<file path="src/rtl/i2c_pkg.sv">
// Shared types and constants for the I2C write engine.
package i2c_pkg;

  typedef enum logic [2:0] {
    IDLE,
    START,
    ADDR,
    ADDR_ACK,
    LOAD,
    DATA,
    DATA_ACK,
    STOP
  } state_t;

  // Quarter indices within one SCL period
  localparam logic [1:0] Q0 = 2'd0;
  localparam logic [1:0] Q1 = 2'd1;
  localparam logic [1:0] Q2 = 2'd2;
  localparam logic [1:0] Q3 = 2'd3;

  // R/W bit appended to the 7-bit address
  localparam logic WRITE = 1'b0;

  localparam int ADDR_BITS = 8;

  // Bit counter must also cover the 8-bit address byte
  function automatic int bit_cnt_width(input int data_size);
    return (data_size > ADDR_BITS) ? $clog2(data_size) : 3;
  endfunction

endpackage

</file>
<file path="src/rtl/i2c_write_engine_if.sv">
// Host/FIFO/bus signal bundle of the I2C write engine.
// master: the engine itself (it is the I2C bus master).
// slave:  everything around it (host, TX FIFO read port, SDA line).
interface i2c_write_engine_if #(
  parameter int DATA_SIZE = 8
);
  logic                 start;
  logic [6:0]           slave_address;
  logic [DATA_SIZE-1:0] fifo_read_data;
  logic                 fifo_read_empty;
  logic                 fifo_read_enable;
  logic                 sda_in;
  logic                 scl_out;
  logic                 sda_out;
  logic                 busy;
  logic                 done;
  logic                 nack_error;

  modport master (
    input  start, slave_address, fifo_read_data, fifo_read_empty, sda_in,
    output fifo_read_enable, scl_out, sda_out, busy, done, nack_error
  );

  modport slave (
    output start, slave_address, fifo_read_data, fifo_read_empty, sda_in,
    input  fifo_read_enable, scl_out, sda_out, busy, done, nack_error
  );
endinterface

</file>
<file path="src/rtl/i2c_quarter_tick.sv">
// Prescaler: one-cycle tick every CLK_DIV enabled clocks, held at 0 when cleared.
module i2c_quarter_tick #(
  parameter int CLK_DIV = 4
) (
  input  logic i_clk,
  input  logic i_rst,
  input  logic i_en,
  input  logic i_clr,
  output logic o_tick
);

  localparam int CNT_W = 8;
  localparam logic [CNT_W-1:0] LAST = CNT_W'(CLK_DIV - 1);

  logic [CNT_W-1:0] r_cnt;
  logic             w_tc;

  assign w_tc   = (r_cnt == LAST);
  assign o_tick = i_en && !i_clr && w_tc;

  // Count enabled cycles, wrapping at the terminal count
  always_ff @(posedge i_clk) begin
    if (i_rst || i_clr) begin
      r_cnt <= '0;
    end else if (i_en) begin
      if (w_tc) r_cnt <= '0;
      else      r_cnt <= r_cnt + 1'b1;
    end
  end

endmodule

</file>
<file path="src/rtl/i2c_write_engine.sv">
// I2C write-only master: START, address+W, data bytes popped from a TX FIFO, STOP.
//
// state    | meaning
// ---------+-------------------------------------------------------------
// IDLE     | bus released, waiting for start
// START    | 4 quarters: SDA falls at q2 with SCL high, SCL falls at q3
// ADDR     | shift out {slave_address, W}, MSB first, 4 quarters per bit
// ADDR_ACK | SDA released, sample sda_in at end of q2
// LOAD     | one cycle: pop FIFO head into shifter, or STOP if empty
// DATA     | shift out data byte, MSB first
// DATA_ACK | SDA released, sample sda_in at end of q2
// STOP     | SDA low, SCL rises at q1, SDA released at q3, then done
module i2c_write_engine
  import i2c_pkg::*;
#(
  parameter int DATA_SIZE = 8,
  parameter int CLK_DIV   = 4
) (
  input  logic                   read_clk,
  input  logic                   read_reset,
  i2c_write_engine_if.master     bus
);

  localparam int BIT_W = bit_cnt_width(DATA_SIZE);

  state_t               r_state;
  logic [1:0]           r_qtr;
  logic [BIT_W-1:0]     r_bit;
  logic [ADDR_BITS-1:0] r_addr;
  logic [DATA_SIZE-1:0] r_shift;
  logic                 r_ack_bit;
  logic                 r_scl;
  logic                 r_sda;
  logic                 r_busy;
  logic                 r_done;
  logic                 r_nack;
  logic                 r_fifo_re;

  logic                 w_tick;
  logic                 w_tick_clr;
  logic [BIT_W-1:0]     w_last_bit;

  assign w_tick_clr = !r_busy;
  assign w_last_bit = (r_state == DATA) ? BIT_W'(DATA_SIZE - 1) : BIT_W'(ADDR_BITS - 1);

  i2c_quarter_tick #(
    .CLK_DIV (CLK_DIV)
  ) u_quarter_tick (
    .i_clk  (read_clk),
    .i_rst  (read_reset),
    .i_en   (r_busy),
    .i_clr  (w_tick_clr),
    .o_tick (w_tick)
  );

  // Sequencer: every tick ends the current quarter and sets the lines for the next one
  always_ff @(posedge read_clk) begin
    if (read_reset) begin
      r_state   <= IDLE;
      r_qtr     <= Q0;
      r_bit     <= '0;
      r_addr    <= '0;
      r_shift   <= '0;
      r_ack_bit <= 1'b0;
      r_scl     <= 1'b1;
      r_sda     <= 1'b1;
      r_busy    <= 1'b0;
      r_done    <= 1'b0;
      r_nack    <= 1'b0;
      r_fifo_re <= 1'b0;
    end else begin
      r_done    <= 1'b0;
      r_fifo_re <= 1'b0;
      case (r_state)
        IDLE: begin
          if (bus.start) begin
            r_addr  <= {bus.slave_address, WRITE};
            r_busy  <= 1'b1;
            r_nack  <= 1'b0;
            r_qtr   <= Q0;
            r_bit   <= '0;
            r_state <= START;
          end
        end

        START: begin
          if (w_tick) begin
            r_qtr <= r_qtr + 2'd1;
            case (r_qtr)
              Q1: r_sda <= 1'b0;
              Q2: r_scl <= 1'b0;
              Q3: begin
                r_sda   <= r_addr[ADDR_BITS-1];
                r_state <= ADDR;
              end
              default: ;
            endcase
          end
        end

        ADDR, DATA: begin
          if (w_tick) begin
            r_qtr <= r_qtr + 2'd1;
            case (r_qtr)
              Q1: r_scl <= 1'b1;
              Q3: begin
                r_scl <= 1'b0;
                if (r_bit == w_last_bit) begin
                  r_bit   <= '0;
                  r_sda   <= 1'b1;
                  r_state <= (r_state == ADDR) ? ADDR_ACK : DATA_ACK;
                end else begin
                  r_bit <= r_bit + 1'b1;
                  if (r_state == ADDR) begin
                    r_addr <= r_addr << 1;
                    r_sda  <= r_addr[ADDR_BITS-2];
                  end else begin
                    r_shift <= r_shift << 1;
                    r_sda   <= r_shift[DATA_SIZE-2];
                  end
                end
              end
              default: ;
            endcase
          end
        end

        ADDR_ACK, DATA_ACK: begin
          if (w_tick) begin
            r_qtr <= r_qtr + 2'd1;
            case (r_qtr)
              Q1: r_scl     <= 1'b1;
              Q2: r_ack_bit <= bus.sda_in;
              Q3: begin
                r_scl <= 1'b0;
                if (r_ack_bit) begin
                  r_nack  <= 1'b1;
                  r_sda   <= 1'b0;
                  r_state <= STOP;
                end else begin
                  r_state <= LOAD;
                end
              end
              default: ;
            endcase
          end
        end

        // Occupies the first cycle of the next q0; CLK_DIV >= 2 keeps a tick out of it
        LOAD: begin
          if (bus.fifo_read_empty) begin
            r_sda   <= 1'b0;
            r_state <= STOP;
          end else begin
            r_shift   <= bus.fifo_read_data;
            r_sda     <= bus.fifo_read_data[DATA_SIZE-1];
            r_fifo_re <= 1'b1;
            r_state   <= DATA;
          end
        end

        STOP: begin
          if (w_tick) begin
            r_qtr <= r_qtr + 2'd1;
            case (r_qtr)
              Q0: r_scl <= 1'b1;
              Q2: r_sda <= 1'b1;
              Q3: begin
                r_done  <= 1'b1;
                r_busy  <= 1'b0;
                r_state <= IDLE;
              end
              default: ;
            endcase
          end
        end

        default: r_state <= IDLE;
      endcase
    end
  end

  assign bus.scl_out          = r_scl;
  assign bus.sda_out          = r_sda;
  assign bus.busy             = r_busy;
  assign bus.done             = r_done;
  assign bus.nack_error       = r_nack;
  assign bus.fifo_read_enable = r_fifo_re;

endmodule

</file>
<file path="src/flat_wrapper.sv">
// flat-port wrapper written by rule: the top's interface ports become plain ports
module i2c_write_engine_flat import i2c_pkg::*;
#(
  parameter int DATA_SIZE = 8,
  parameter int CLK_DIV   = 4
)
  (read_clk, read_reset, bus_start, bus_slave_address, bus_fifo_read_data, bus_fifo_read_empty, bus_sda_in, bus_fifo_read_enable, bus_scl_out, bus_sda_out, bus_busy, bus_done, bus_nack_error);
  i2c_write_engine_if #(.DATA_SIZE(DATA_SIZE)) bus_i ();
  input  logic read_clk;
  input  logic read_reset;
  input wire logic [$bits(bus_i.start)-1:0] bus_start;
  input wire logic [$bits(bus_i.slave_address)-1:0] bus_slave_address;
  input wire logic [$bits(bus_i.fifo_read_data)-1:0] bus_fifo_read_data;
  input wire logic [$bits(bus_i.fifo_read_empty)-1:0] bus_fifo_read_empty;
  input wire logic [$bits(bus_i.sda_in)-1:0] bus_sda_in;
  output wire logic [$bits(bus_i.fifo_read_enable)-1:0] bus_fifo_read_enable;
  output wire logic [$bits(bus_i.scl_out)-1:0] bus_scl_out;
  output wire logic [$bits(bus_i.sda_out)-1:0] bus_sda_out;
  output wire logic [$bits(bus_i.busy)-1:0] bus_busy;
  output wire logic [$bits(bus_i.done)-1:0] bus_done;
  output wire logic [$bits(bus_i.nack_error)-1:0] bus_nack_error;
  assign bus_i.start = bus_start;
  assign bus_i.slave_address = bus_slave_address;
  assign bus_i.fifo_read_data = bus_fifo_read_data;
  assign bus_i.fifo_read_empty = bus_fifo_read_empty;
  assign bus_i.sda_in = bus_sda_in;
  assign bus_fifo_read_enable = bus_i.fifo_read_enable;
  assign bus_scl_out = bus_i.scl_out;
  assign bus_sda_out = bus_i.sda_out;
  assign bus_busy = bus_i.busy;
  assign bus_done = bus_i.done;
  assign bus_nack_error = bus_i.nack_error;
  i2c_write_engine #(.DATA_SIZE(DATA_SIZE), .CLK_DIV(CLK_DIV)) u_core (.read_clk(read_clk), .read_reset(read_reset), .bus(bus_i));
endmodule
</file>
<file path="config.mk">
export PLATFORM = sky130hd
export DESIGN_NAME = i2c_write_engine_flat
export DESIGN_NICKNAME = d
export VERILOG_FILES = /design/src/rtl/i2c_pkg.sv /design/src/rtl/i2c_write_engine_if.sv /design/src/rtl/i2c_quarter_tick.sv /design/src/rtl/i2c_write_engine.sv /design/src/flat_wrapper.sv
export SDC_FILE = /design/constraint.sdc
export NUM_CORES = 1
export LEC_CHECK = 0
export CAP_MARGIN = 20
export CORE_MARGIN = 3
export CORE_UTILIZATION = 30
export DETAILED_ROUTE_END_ITERATION = 12
export HOLD_SLACK_MARGIN = 0.1
export SLEW_MARGIN = 20
export SYNTH_ARGS = -nofsm -noshare
export SYNTH_HDL_FRONTEND = slang
export SYNTH_SLANG_ARGS = --single-unit
</file>
<file path="constraint.sdc">
create_clock -name read_clk -period 4 [get_ports read_clk]
set_input_delay 0.6 -clock read_clk [delete_from_list [all_inputs] [get_ports read_clk]]
set_output_delay 0.6 -clock read_clk [all_outputs]
set_load 0.005 [all_outputs]
</file>
==> impl_metrics.sql <==
INSERT INTO impl_metrics (metric_group, metric, value, unit) VALUES
('floorplan', 'ios', '26', ''),
('run_status', 'status', 'finished clean', ''),
('grt', 'globalRouteMet3Util', '0.03010', ''),
('clock_network', 'post_cts_hold_buffer_count', '0', ''),
('clock_network', 'cts.path.max_buffers', '2', ''),
('finish', 'finish.utilization', '0.3766', ''),
('min_path', 'timing.hold.worst.start', 'u_core.u_quarter_tick.r_cnt[0]', ''),
('synthesis', 'synth_top_flop_cell', 'sky130_fd_sc_hd__dfxtp_1', ''),
('setup_path', 'timing.critical_path.cells', 'ha_1 > or4b_4 > or3_1 > a21oi_4 > nor2_1 > a311oi_2', ''),
('power', 'ir_drop', '0.0001988', 'V'),
('setup_path', 'critical_path.startpoint', 'u_core.u_quarter_tick.r_cnt[0]', ''),
('finish', 'final_design_area_no_fill', '2419', 'µm²'),
('power', 'share_comb_of_total_power', '0.308', ''),
('timing', 'drv_slew', '0', ''),
('timing', 'finalWorstPathRequiredPeriod', '2560', 'ps'),
('synthesis', 'syn_area_per_cell', '8.316', 'µm²'),
('power', 'cellPowerDensity', '476.7', 'nW/µm²'),
('setup_path', 'cpMaxStageDelayCell', 'sky130_fd_sc_hd__or3_1', ''),
('grt', 'groute.layer.met2.usage', '0.1979', ''),
('drt', 'detail_route.drc_violations', '0', ''),
('synthesis', 'post-synth-top-area-cell', 'sky130_fd_sc_hd__dfxtp_1', ''),
('drt', 'num_vias', '1747', ''),
('clock_network', 'cts-htree-levels', '2', ''),
('synthesis', 'post-synth-top-area-fraction', '0.3666', ''),
('floorplan', 'floorplan.die.width', '88.07', 'µm'),
('synthesis', 'synth.ff_latch_count', '37', ''),
('setup_path', 'worstReg2RegEnd', 'u_core.r_shift[5]', ''),
('clock_network', 'clk_root_buffer_cell', 'sky130_fd_sc_hd__clkbuf_8', ''),
('timing', 'fmaxAchievable', '390.6', 'MHz'),
('setup_path', 'worst_ep_required_time', '4190', 'ps'),
('setup_path', 'setup.worst_path.start_class', 'flop', ''),
('drt', 'antenna_left', '0', ''),
('job', 'max-cap-violations', '0', ''),
('clock_network', 'worst_skew_pair.late_latency', '290', 'ps'),
('drt', 'drtPass1Iterations', '4', ''),
('power', 'intPower', '0.7553', 'mW'),
('grt', 'pin_count_of_the_biggest_net_entering_global_routing', '25', ''),
('synthesis', 'synth_async_sr_flop_share', '0', ''),
('finish', 'drive_above_1_share', '0.06818', ''),
('drt', 'routedWlPerCell', '13.37', 'µm'),
('synthesis', 'synth_cells', '243', ''),
('grt', 'number_of_global_route_vias_before_repair', '1647', ''),
('clock_network', 'clock_edge_transition_at_the_registers_on_the_reported_setup_and_hold_paths', '80', 'ps'),
('power', 'share_of_total_power_consumed_by_net_switching', '0.3449', ''),
('synthesis', 'syn-num-nets', '270', ''),
('clock_network', 'cts-buffers-inserted', '5', ''),
('setup_path', 'reg2reg_from', 'u_core.u_quarter_tick.r_cnt[0]', ''),
('drt', 'dr.first_iter.drc_count', '107', ''),
('synthesis', 'post_synth_instance_area', '2021', 'µm²'),
('finish', 'fin_nets', '290', ''),
('timing', 'grt_setup_unrepaired', 'false', ''),
('floorplan', 'rows', '29', ''),
('grt', 'grt_antenna_before_repair', '0', ''),
('timing', 'hold_violations', '0', ''),
('clock_network', 'ctsResizeCount', '0', ''),
('placed_design', 'place.gp.congestion', '0.7745', ''),
('min_path', 'holdPathStages', '1', ''),
('timing', 'post-route-period-util', '0.6400', ''),
('timing', 'worst_slew_pin_slew', '938.1', 'ps'),
('synthesis', 'synthesis.yosys.warnings', '0', ''),
('placed_design', 'dp.final_hpwl', '3.251', 'mm'),
('finish', 'post_layout_nonfiller_instances', '341', ''),
('grt', 'final_global_route_overflow_total', '0', ''),
('power', 'p_clk_frac', '0.281', ''),
('setup_path', 'criticalPathCategory', 'flop to flop', ''),
('min_path', 'hold_end', 'u_core.u_quarter_tick.r_cnt[0]', ''),
('finish', 'antenna_cells', '0', ''),
('floorplan', 'die_y', '88.07', 'µm'),
('floorplan', 'start_util', '0.3146', ''),
('floorplan', 'die_area', '7756', 'µm²'),
('setup_path', 'critical_path.max_fanout', '14', '');
==> critical path, delay by kind of cell (launching register included) <==
kind                       cells  cell delay [ps]
DFF                            1              370
and+or+nand+nor                3             1150
AOI/OAI and AO/OA              2              700
adders and majority gates      1              230
==> stage by stage <==
stage | power, mW | hold slack [ps] | worst slack, ps
after floorplan | 0.7570 | 418.0 | 1845
after global placement | 0.8329 | 431.5 | 1636
after detailed placement | 0.8364 | 446.2 | 1497
after CTS | 1.166 | 465.0 | 1465
after global routing | 1.228 | 477.7 | 1263
final | 1.153 | 459.6 | 1440
==> how the worst max path moves through the flow <==
stage	end	cells past startpoint
floorplan	u_core.r_shift[6]	8
global placement	u_core.r_shift[1]	6
detailed placement	u_core.r_shift[5]	6
CTS	u_core.r_shift[5]	6
global route	u_core.r_shift[3]	6
finish	u_core.r_shift[5]	6
==> placed cells by master (no fill, tap or decap), types with 4 or more instances in the layout <==
cell	n
sky130_fd_sc_hd__nor2_1	39
sky130_fd_sc_hd__dfxtp_1	37
sky130_fd_sc_hd__clkdlybuf4s50_1	25
sky130_fd_sc_hd__nand2_1	24
sky130_fd_sc_hd__nand3_1	12
sky130_fd_sc_hd__o21ai_0	11
sky130_fd_sc_hd__a21oi_1	11
sky130_fd_sc_hd__mux2i_1	11
sky130_fd_sc_hd__nor3_1	7
sky130_fd_sc_hd__ha_1	7
sky130_fd_sc_hd__inv_1	6
sky130_fd_sc_hd__a211oi_1	6
sky130_fd_sc_hd__nor2b_1	5
sky130_fd_sc_hd__a311oi_1	5
sky130_fd_sc_hd__clkbuf_8	5
sky130_fd_sc_hd__xor2_1	4
==> cell type report <==
cell class                      instances  area (µm²)
Clock buffer                            6       72.57
Clock inverter                          2       38.79
Fill cell                             659        4004
Inverter                                6       22.52
Multi-Input combinational cell        186        1182
Sequential cell                        37       740.7
Tap cell                               77       96.34
Timing Repair Buffer                   27       265.3
==> power groups by stage <==
stage / Clock [mW] / Sequential, mW / Combinational [mW]
floorplan: 0 / 0.443 / 0.314
detailed placement: 0 / 0.482 / 0.354
finish: 0.324 / 0.475 / 0.355
global placement: 0 / 0.481 / 0.352
CTS: 0.336 / 0.474 / 0.356
global route: 0.352 / 0.484 / 0.392
==> flip-flops by register name (all words and copies together), names as in the netlist <==
signal and flops:
u_core.bus.scl_out 1, u_core.bus.nack_error 1, u_core.r_bit 3, u_core.bus.sda_out 1
u_core.bus.fifo_read_enable 1, u_core.u_quarter_tick.r_cnt 8, u_core.r_qtr 2, u_core.bus.busy 1
u_core.bus.done 1, u_core.r_ack_bit 1, u_core.r_shift 7, u_core.r_state 3
u_core.r_addr 7
==> cells by family (layout without fill, tap and decap cells) <==
| kind of cell | after synthesis | in the layout | share of synthesized area |
|---|---|---|---|
| buf+inv | 20 | 41 | 0.04830 |
| flops | 37 | 37 | 0.3666 |
| xor+xnor | 7 | 7 | 0.03034 |
| mux | 11 | 11 | 0.05449 |
| fa+ha+maj | 7 | 7 | 0.04334 |
| simple gates | 108 | 108 | 0.2557 |
| compound gates | 53 | 53 | 0.2012 |
==> routing by layer <==
| layer | wire [µm] | part of all wire |
|---|---|---|
| met1 | 2258 | 0.50 |
| met2 | 2028 | 0.44 |
| met3 | 218 | 0.048 |
| met4 | 53 | 0.012 |
| met5 | 0 | 0 |
==> synthesized netlist by cell type (2+ instances only) <==
cell                       number
sky130_fd_sc_hd__dfxtp_1       37
sky130_fd_sc_hd__nor3_1         7
sky130_fd_sc_hd__a211oi_1       6
sky130_fd_sc_hd__xnor2_1        3
sky130_fd_sc_hd__nand2_1       24
sky130_fd_sc_hd__nor2_1        39
sky130_fd_sc_hd__and2_1         2
sky130_fd_sc_hd__clkbuf_1      10
sky130_fd_sc_hd__mux2i_1       11
sky130_fd_sc_hd__a31oi_1        3
sky130_fd_sc_hd__xor2_1         4
sky130_fd_sc_hd__a22oi_1        2
sky130_fd_sc_hd__or3_1          2
sky130_fd_sc_hd__buf_6          3
sky130_fd_sc_hd__a311oi_1       5
sky130_fd_sc_hd__a311oi_2       3
sky130_fd_sc_hd__nand3b_1       2
sky130_fd_sc_hd__inv_1          6
sky130_fd_sc_hd__ha_1           7
sky130_fd_sc_hd__nand3_1       12
sky130_fd_sc_hd__a21oi_4        2
sky130_fd_sc_hd__a21oi_1       11
sky130_fd_sc_hd__nand2b_1       3
sky130_fd_sc_hd__o21ai_0       11
sky130_fd_sc_hd__nor2b_1        5
sky130_fd_sc_hd__and3_1         3
sky130_fd_sc_hd__nand4_1        3
(Power assumes the default switching activity.)
